**src/rtl/spmv_row_sequencer.sv**
```systemverilog
// Row sequencer for a combinational CSR row multiplier: steps row_index, samples
// each settled result into a small FIFO and streams {row, value} pairs out with a done pulse per pass.
module spmv_row_sequencer #(
    parameter int N          = 4,
    parameter int DATA_W     = 32,
    parameter int FIFO_DEPTH = 4,
    parameter int SETTLE     = 1
) (
    input  logic              clk,
    input  logic              rst,
    input  logic              start,
    output logic [31:0]       row_index,
    output logic              mul_hold,
    input  logic [DATA_W-1:0] row_output,
    output logic [DATA_W-1:0] out_data,
    output logic [31:0]       out_row,
    output logic              out_valid,
    input  logic              out_ready,
    output logic              busy,
    output logic              done,
    output logic [2:0]        state_dbg
);

    // Handshake: a beat transfers on any rising edge where out_valid && out_ready;
    // out_data/out_row are held unchanged while out_valid=1 and out_ready=0.

    localparam int PW = (FIFO_DEPTH > 1) ? $clog2(FIFO_DEPTH) : 1;
    localparam int CW = $clog2(FIFO_DEPTH + 1);
    localparam int SW = (SETTLE > 1) ? $clog2(SETTLE) : 1;

    typedef enum logic [2:0] {
        S_IDLE    = 3'd0,
        S_ISSUE   = 3'd1,
        S_CAPTURE = 3'd2,
        S_DRAIN   = 3'd3,
        S_DONE    = 3'd4
    } state_t;

    state_t            state, state_nx;
    logic [SW-1:0]     settle_cnt;
    logic [PW-1:0]     wr_ptr, rd_ptr;
    logic [CW-1:0]     count;
    logic [DATA_W-1:0] mem_data [FIFO_DEPTH];
    logic [31:0]       mem_row  [FIFO_DEPTH];
    logic              push, pop, fifo_full, last_row, settled;

    assign out_valid = (count != '0);
    assign pop       = out_valid && out_ready;
    assign fifo_full = (count == CW'(FIFO_DEPTH));
    assign last_row  = (row_index == 32'(N - 1));
    assign settled   = (settle_cnt == SW'(SETTLE - 1));

    assign busy      = (state == S_ISSUE) || (state == S_CAPTURE) || (state == S_DRAIN);
    assign mul_hold  = !((state == S_ISSUE) || (state == S_CAPTURE));
    assign done      = (state == S_DONE);
    assign state_dbg = state;
    assign out_data  = mem_data[rd_ptr];
    assign out_row   = mem_row[rd_ptr];

    always_comb begin
        state_nx = state;
        push     = 1'b0;
        case (state)
            S_IDLE:    if (start) state_nx = S_ISSUE;
            S_ISSUE:   if (settled) state_nx = S_CAPTURE;
            S_CAPTURE: begin
                // A pop in the same cycle frees a slot, so a full FIFO need not stall.
                if (!fifo_full || pop) begin
                    push     = 1'b1;
                    state_nx = last_row ? S_DRAIN : S_ISSUE;
                end
            end
            S_DRAIN: begin
                if ((count == '0) || ((count == CW'(1)) && pop)) state_nx = S_DONE;
            end
            S_DONE:    state_nx = S_IDLE;
            default:   state_nx = S_IDLE;
        endcase
    end

    always_ff @(posedge clk) begin
        if (!rst) begin
            state      <= S_IDLE;
            settle_cnt <= '0;
            row_index  <= '0;
        end else begin
            state <= state_nx;
            if ((state == S_ISSUE) && !settled) settle_cnt <= settle_cnt + 1'b1;
            else                                settle_cnt <= '0;
            if ((state == S_IDLE) && start)     row_index <= '0;
            else if (push && !last_row)         row_index <= row_index + 32'd1;
        end
    end

    always_ff @(posedge clk) begin
        if (!rst) begin
            wr_ptr <= '0;
            rd_ptr <= '0;
            count  <= '0;
            for (int i = 0; i < FIFO_DEPTH; i++) begin
                mem_data[i] <= '0;
                mem_row[i]  <= '0;
            end
        end else begin
            if (push) begin
                mem_data[wr_ptr] <= row_output;
                mem_row[wr_ptr]  <= row_index;
                wr_ptr           <= wr_ptr + 1'b1;
            end
            if (pop) rd_ptr <= rd_ptr + 1'b1;
            case ({push, pop})
                2'b10:   count <= count + 1'b1;
                2'b01:   count <= count - 1'b1;
                default: count <= count;
            endcase
        end
    end

endmodule

```
**config.mk**
```make
export PLATFORM = sky130hd
export DESIGN_NAME = spmv_row_sequencer
export DESIGN_NICKNAME = d
export VERILOG_FILES = /design/src/rtl/spmv_row_sequencer.sv
export SDC_FILE = /design/constraint.sdc
export NUM_CORES = 1
export LEC_CHECK = 0
export CORE_ASPECT_RATIO = 1.75
export CORE_UTILIZATION = 35
export CTS_CLUSTER_DIAMETER = 100
export DETAILED_ROUTE_END_ITERATION = 10
export HOLD_SLACK_MARGIN = 0.06
export PLACE_DENSITY = 0.61
export SETUP_SLACK_MARGIN = 0.15
export SYNTH_ARGS = -nofsm -noshare
export SYNTH_HDL_FRONTEND = slang
export SYNTH_SLANG_ARGS = --single-unit
```
**constraint.sdc**
```tcl
create_clock -name clk -period 6.4 [get_ports clk]
set_input_delay 1.28 -clock clk [delete_from_list [all_inputs] [get_ports clk]]
set_output_delay 1.28 -clock clk [all_outputs]
set_load 0.05 [all_outputs]
```
# == After elaboration in Yosys (flattened, before gate mapping) ==
# Memory sizes are Yosys's and may differ from the RTL's. A register that Yosys moved wholly into a read port is not among the register bits.
# Index checks and enable logic that the tools add are counted.
# totals
register_bits,43
ram_bits,256
inputBits,36
out_inout_bits,103
n_memories,2
# memory_table
name,words,word_bits,read_ports,rd_ports_with_merged_regs,write_ports,line_no,rtl
mem_data,4,32,1,1,4,43,logic [DATA_W-1:0] mem_data [FIFO_DEPTH];
mem_row,4,32,1,1,4,44,logic [31:0] mem_row [FIFO_DEPTH];
# classes
n_addsub,6
n_eq_ne,13
n_mux,23
bitwise,1
n_reduce_logical,21
# ops
cell,n
two-way mux 32 bit,2
OR reduction 32 bit,2
"adder 32 x 1 -> 32 bit, second input constant",1
"equality test 32 x 2 -> 1 bit, second input constant",1
two-way mux 2 bit,7
two-way mux 3 bit,4
case mux 3 bit (4 select lines),1
two-way mux 1 bit,8
"equality test 3 x 1 -> 1 bit, second input constant",2
"equality test 3 x 2 -> 1 bit, second input constant",2
"equality test 3 bit, second input constant",2
logical NOT 3 bit,2
case mux 3 bit (2 select lines),1
logical AND 1 bit,5
"adder 2 x 1 -> 2 bit, second input constant",2
logical OR 1 bit,4
"!= test 2 x 1 -> 1 bit, second input constant",2
"!= test 2 bit, second input constant",2
AND reduction 4 bit,1
"adder 3 x 1 -> 3 bit, second input constant",1
logical NOT 1 bit,3
nonzero test 3 bit,1
"subtractor 3 x 1 -> 3 bit, second input constant",1
"equality test 2 x 1 -> 1 bit, second input constant",1
other kinds (6),6

# == Longest topological paths before layout ==
# logic_depth
depth_word,10
mapped_depth,10
ltp_nobuf,7

# == Worst setup path before layout ==
# Ideal clock, no wire load.
# synth_timing
path_kind,input to register
start,in out_ready
end,mem mem_data[1][0] (enable)
setup_ns,0.574
t_arrival_ns,6.203
path_slack_ns,-0.378
cell_stages,3
path_cell_list,nand3b_1 -> nand3_1 -> o21ai_0
# synth_lines
element,line_no,rtl
from (decl),18,"input logic out_ready,"
to (decl),43,

==> flow_summary.yaml <==
placed_design:
  io_buffers: 138
  dp_hpwl_um: 18900
  gp_congestion: 0.800
  placed_area_um2: 14800
yosys:
  synth-edff-count: 256
  async_flop_share_pct: 0
  seq_area_frac_synth_pct: 66.3
  yosys_warnings: 0
  syn-cell-area_um2: 13000
  synthCells: 961
  ys.flop_type: "edfxtp_1"
  synth_cell_types: 48
  synth_fp_nets: 1002
  ys_seq_elements: 301
  syn_avg_cell_area_um2: 13.5
detailed_routing:
  drc_errors: 0
  postRouteAntennaNets: 0
  viasPerCell: 5.03
  routed_wl_um: 31400
  vias: 7887
  firstDrtPassIters: 5
  drt_first_iter_violations: 499
  post_drt_wl_per_cell_um: 20.0
layout:
  antenna_cells: 0
  syn_to_final_growth_pct: 21.1
  finalInstanceArea_um2: 15700
  layout-drive-gt1-share_pct: 11.2
  finalNetCount: 1119
  fin_util_pct: 43.3
power:
  ir_worst_vdd_uv: 211
  p_leak_uw: 0.00555
  power.density_nw_per_um2: 336
clock_network:
  cts-root-buf: "clkbuf_16"
  cts_tree: "built"
  cts_made_buffers: 27
  postCtsSetupRepairBufs: 0
  clk_path_buf_depth: 3
  cts.clk_slew.worst_paths_ns: 0.07
  clk-insertion-delay-late_ns: 0.54
  cts_sinks: 301
  post_cts_resized: 0
  postCtsHoldBufs: 0
  htree_levels: 1
sta:
  hold_viol: 0
  worstMarginPinSlew_ns: 1.07
  rsz0062_at_grt: "no"
  max_slew_margin_pct: 28.3
  period_share_pct: 72.7
  fin_skew_ns: 0.00877
  setup_viol: 0
  drv_slew: 0
  period_minus_slack_ns: 4.65
  fmax_mhz: 215
grt:
  overflow: 0
  grt_pass1_vias: 8382
  grt_use_total_pct: 16.9
  antenna_found_initial: 0
  grt_max_degree: 67
  grt_pass1_wl_um: 48400
worst_setup_path:
  max_stage_delay_ns: 1.03
  crit_type: "reg -> out"
  crit_chain: "buf_4 -> mux4_2 -> clkdlybuf4s50_1"
  endpoint_kind: "output port"
  cp-start-kind: "flop"
  crit_arrival_ns: 3.37
  reg2reg_from: "count[0]$_SDFFE_PN0P_"
  cpLargestDelayFamily: "buffers and inverters"
  ff2ff_path_depth: 7
  critPathSlowestCell: "dfxtp_4"
  worstPathRequired_ns: 5.12
  r2r_end: "row_index[31]$_SDFFE_PP0P_"
  crit_buf_inv: 2
  rrSetupSlack_ns: 3.33
  cp_max_fo: 48
job:
  maxCapViolCount: 0
min_path:
  hp-start: "count[1]$_SDFFE_PN0P_"
  hold_class: "reg -> reg"
  hold_depth: 2
  min_to: "count[1]$_SDFFE_PN0P_"
floorplanning:
  die_h_um: 256
  ioPinCount: 139
  core-area_um2: 36300
  core.rowCount: 92
  die-area_um2: 37800
  die_w_um: 147
  initial_core_util_pct: 35.7
run_status:
  outcome: "complete, no violations"
cell families (layout without fill, tap and decap cells):
| family | count (synthesis) | after routing | share of synthesized area, % |
|---|---|---|---|
| simple gates | 392 | 392 | 14.3 |
| compound gates | 42 | 42 | 2.04 |
| flops | 301 | 301 | 66.3 |
| buf+inv | 128 | 266 | 3.82 |
| xor+xnor | 26 | 26 | 1.76 |
| mux | 66 | 66 | 11.3 |
| fa+ha+maj | 5 | 5 | 0.483 |
| other cells | 1 | 1 | 0.0290 |
metrics by stage:
step | hold slack (ns) | std cells | total power (uW) | setup TNS [ns] | setup slack [ns]
after floorplan | 0.491 | 961 | 3310 | -48.34 | -0.378
after global placement | 0.554 | 1519 | 3760 | 0 | 2.22
after detailed placement | 0.558 | 1519 | 3760 | 0 | 2.18
after CTS | 0.573 | 1569 | 5340 | 0 | 1.60
after global routing | 0.626 | 1569 | 5460 | 0 | 1.46
final | 0.573 | 1569 | 5280 | 0 | 1.75
cell type report:
| cell class | instances | area [um^2] |
|---|---|---|
| multi-input cells | 532 | 3940 |
| repair buffers | 144 | 1430 |
| well taps | 470 | 588 |
| flip-flops and latches | 301 | 8600 |
| clock buffers | 32 | 724 |
| clock inverters | 18 | 139 |
| fillers | 3297 | 20600 |
| inverters | 72 | 270 |
cells in the mapped netlist, types with 2 or more instances:
cell type    n  area share [%]
a21boi_0     2            0.12
a21oi_1     13            0.50
and2_1      74             3.6
and3_1       6            0.29
and4_1       3            0.20
buf_1        8            0.23
buf_2        4            0.15
clkbuf_1    42             1.2
dfxtp_1     45             7.0
edfxtp_1   256              59
ha_1         5            0.48
inv_1       72             2.1
mux2i_1      2            0.15
mux4_2      64              11
nand2_1     84             2.4
nand2b_1     6            0.29
nand3_1     11            0.43
nand3b_1     2            0.12
nand4_1      6            0.29
nor2_1     159             4.6
nor2b_1      3            0.14
nor3_1      11            0.43
nor4_1      11            0.53
nor4b_1      2            0.14
o211ai_1     2            0.12
o21a_1       3            0.17
o21ai_0     10            0.39
o31ai_1      3            0.17
or3_1        7            0.34
or4_1        3            0.17
xnor2_1     19             1.3
xor2_1       7            0.47
registers in the layout, indices dropped and copies added (netlist names), named ones only:
name	count
wr_ptr	2
mem_row	128
mem_data	128
row_index	32
count	3
settle_cnt	1
state_dbg	3
rd_ptr	2
power by group:
part | total [uW] | switching, uW | internal [uW]
Combinational | 1340 | 790 | 547
Clock | 1590 | 700 | 887
Sequential | 2350 | 142 | 2210
how the worst max path moves through the flow:
stage / cells past startpoint / end / slack, ns
final: 3 / out_row[10] / 1.75
after CTS: 3 / out_row[10] / 1.60
after floorplan: 3 / mem_data[1][0]$_SDFFCE_PN0P_ / -0.38
after detailed placement: 3 / out_row[10] / 2.18
after global routing: 3 / out_data[28] / 1.46
after global placement: 3 / out_data[27] / 2.22
placed cells by master (no fill, tap or decap), types with 3 or more instances in the layout:
cell	Yosys	layout
edfxtp_1	256	256
nor2_1	159	159
clkdlybuf4s50_1	0	138
nand2_1	84	83
and2_1	74	73
inv_1	72	72
mux4_2	64	64
dfxtp_1	45	43
clkbuf_16	0	27
xnor2_1	19	19
a21oi_1	13	13
nand3_1	11	11
nor3_1	11	11
nor4_1	11	11
o21ai_0	10	8
clkinv_1	0	8
xor2_1	7	7
or3_1	7	7
and3_1	6	6
nand4_1	6	6
buf_4	0	6
ha_1	5	5
clkinv_2	0	5
nor2b_1	3	3
nand2b_4	0	3
nand2b_1	6	3
and4_1	3	3
or4_1	3	3
o21a_1	3	3
clkbuf_8	0	3
worst reg2reg max path, cell delays in order (launching register included):
cell and delay (ns):
dfxtp_1 0.37, inv_1 0.10, ha_1 0.25, nand3b_1 0.21
nand4_1 0.74, or3_4 0.69, or4_1 0.51, a21oi_1 0.14
routing by layer:
layer	share of wire, %	GRT usage, %	routed length (um)
met5	0	0	0
met4	2.7	5.96	834
met3	4.2	2.19	1330
met2	55	32.4	17300
met1	38	18.9	11900
Power figures use the tool's default switching activity.
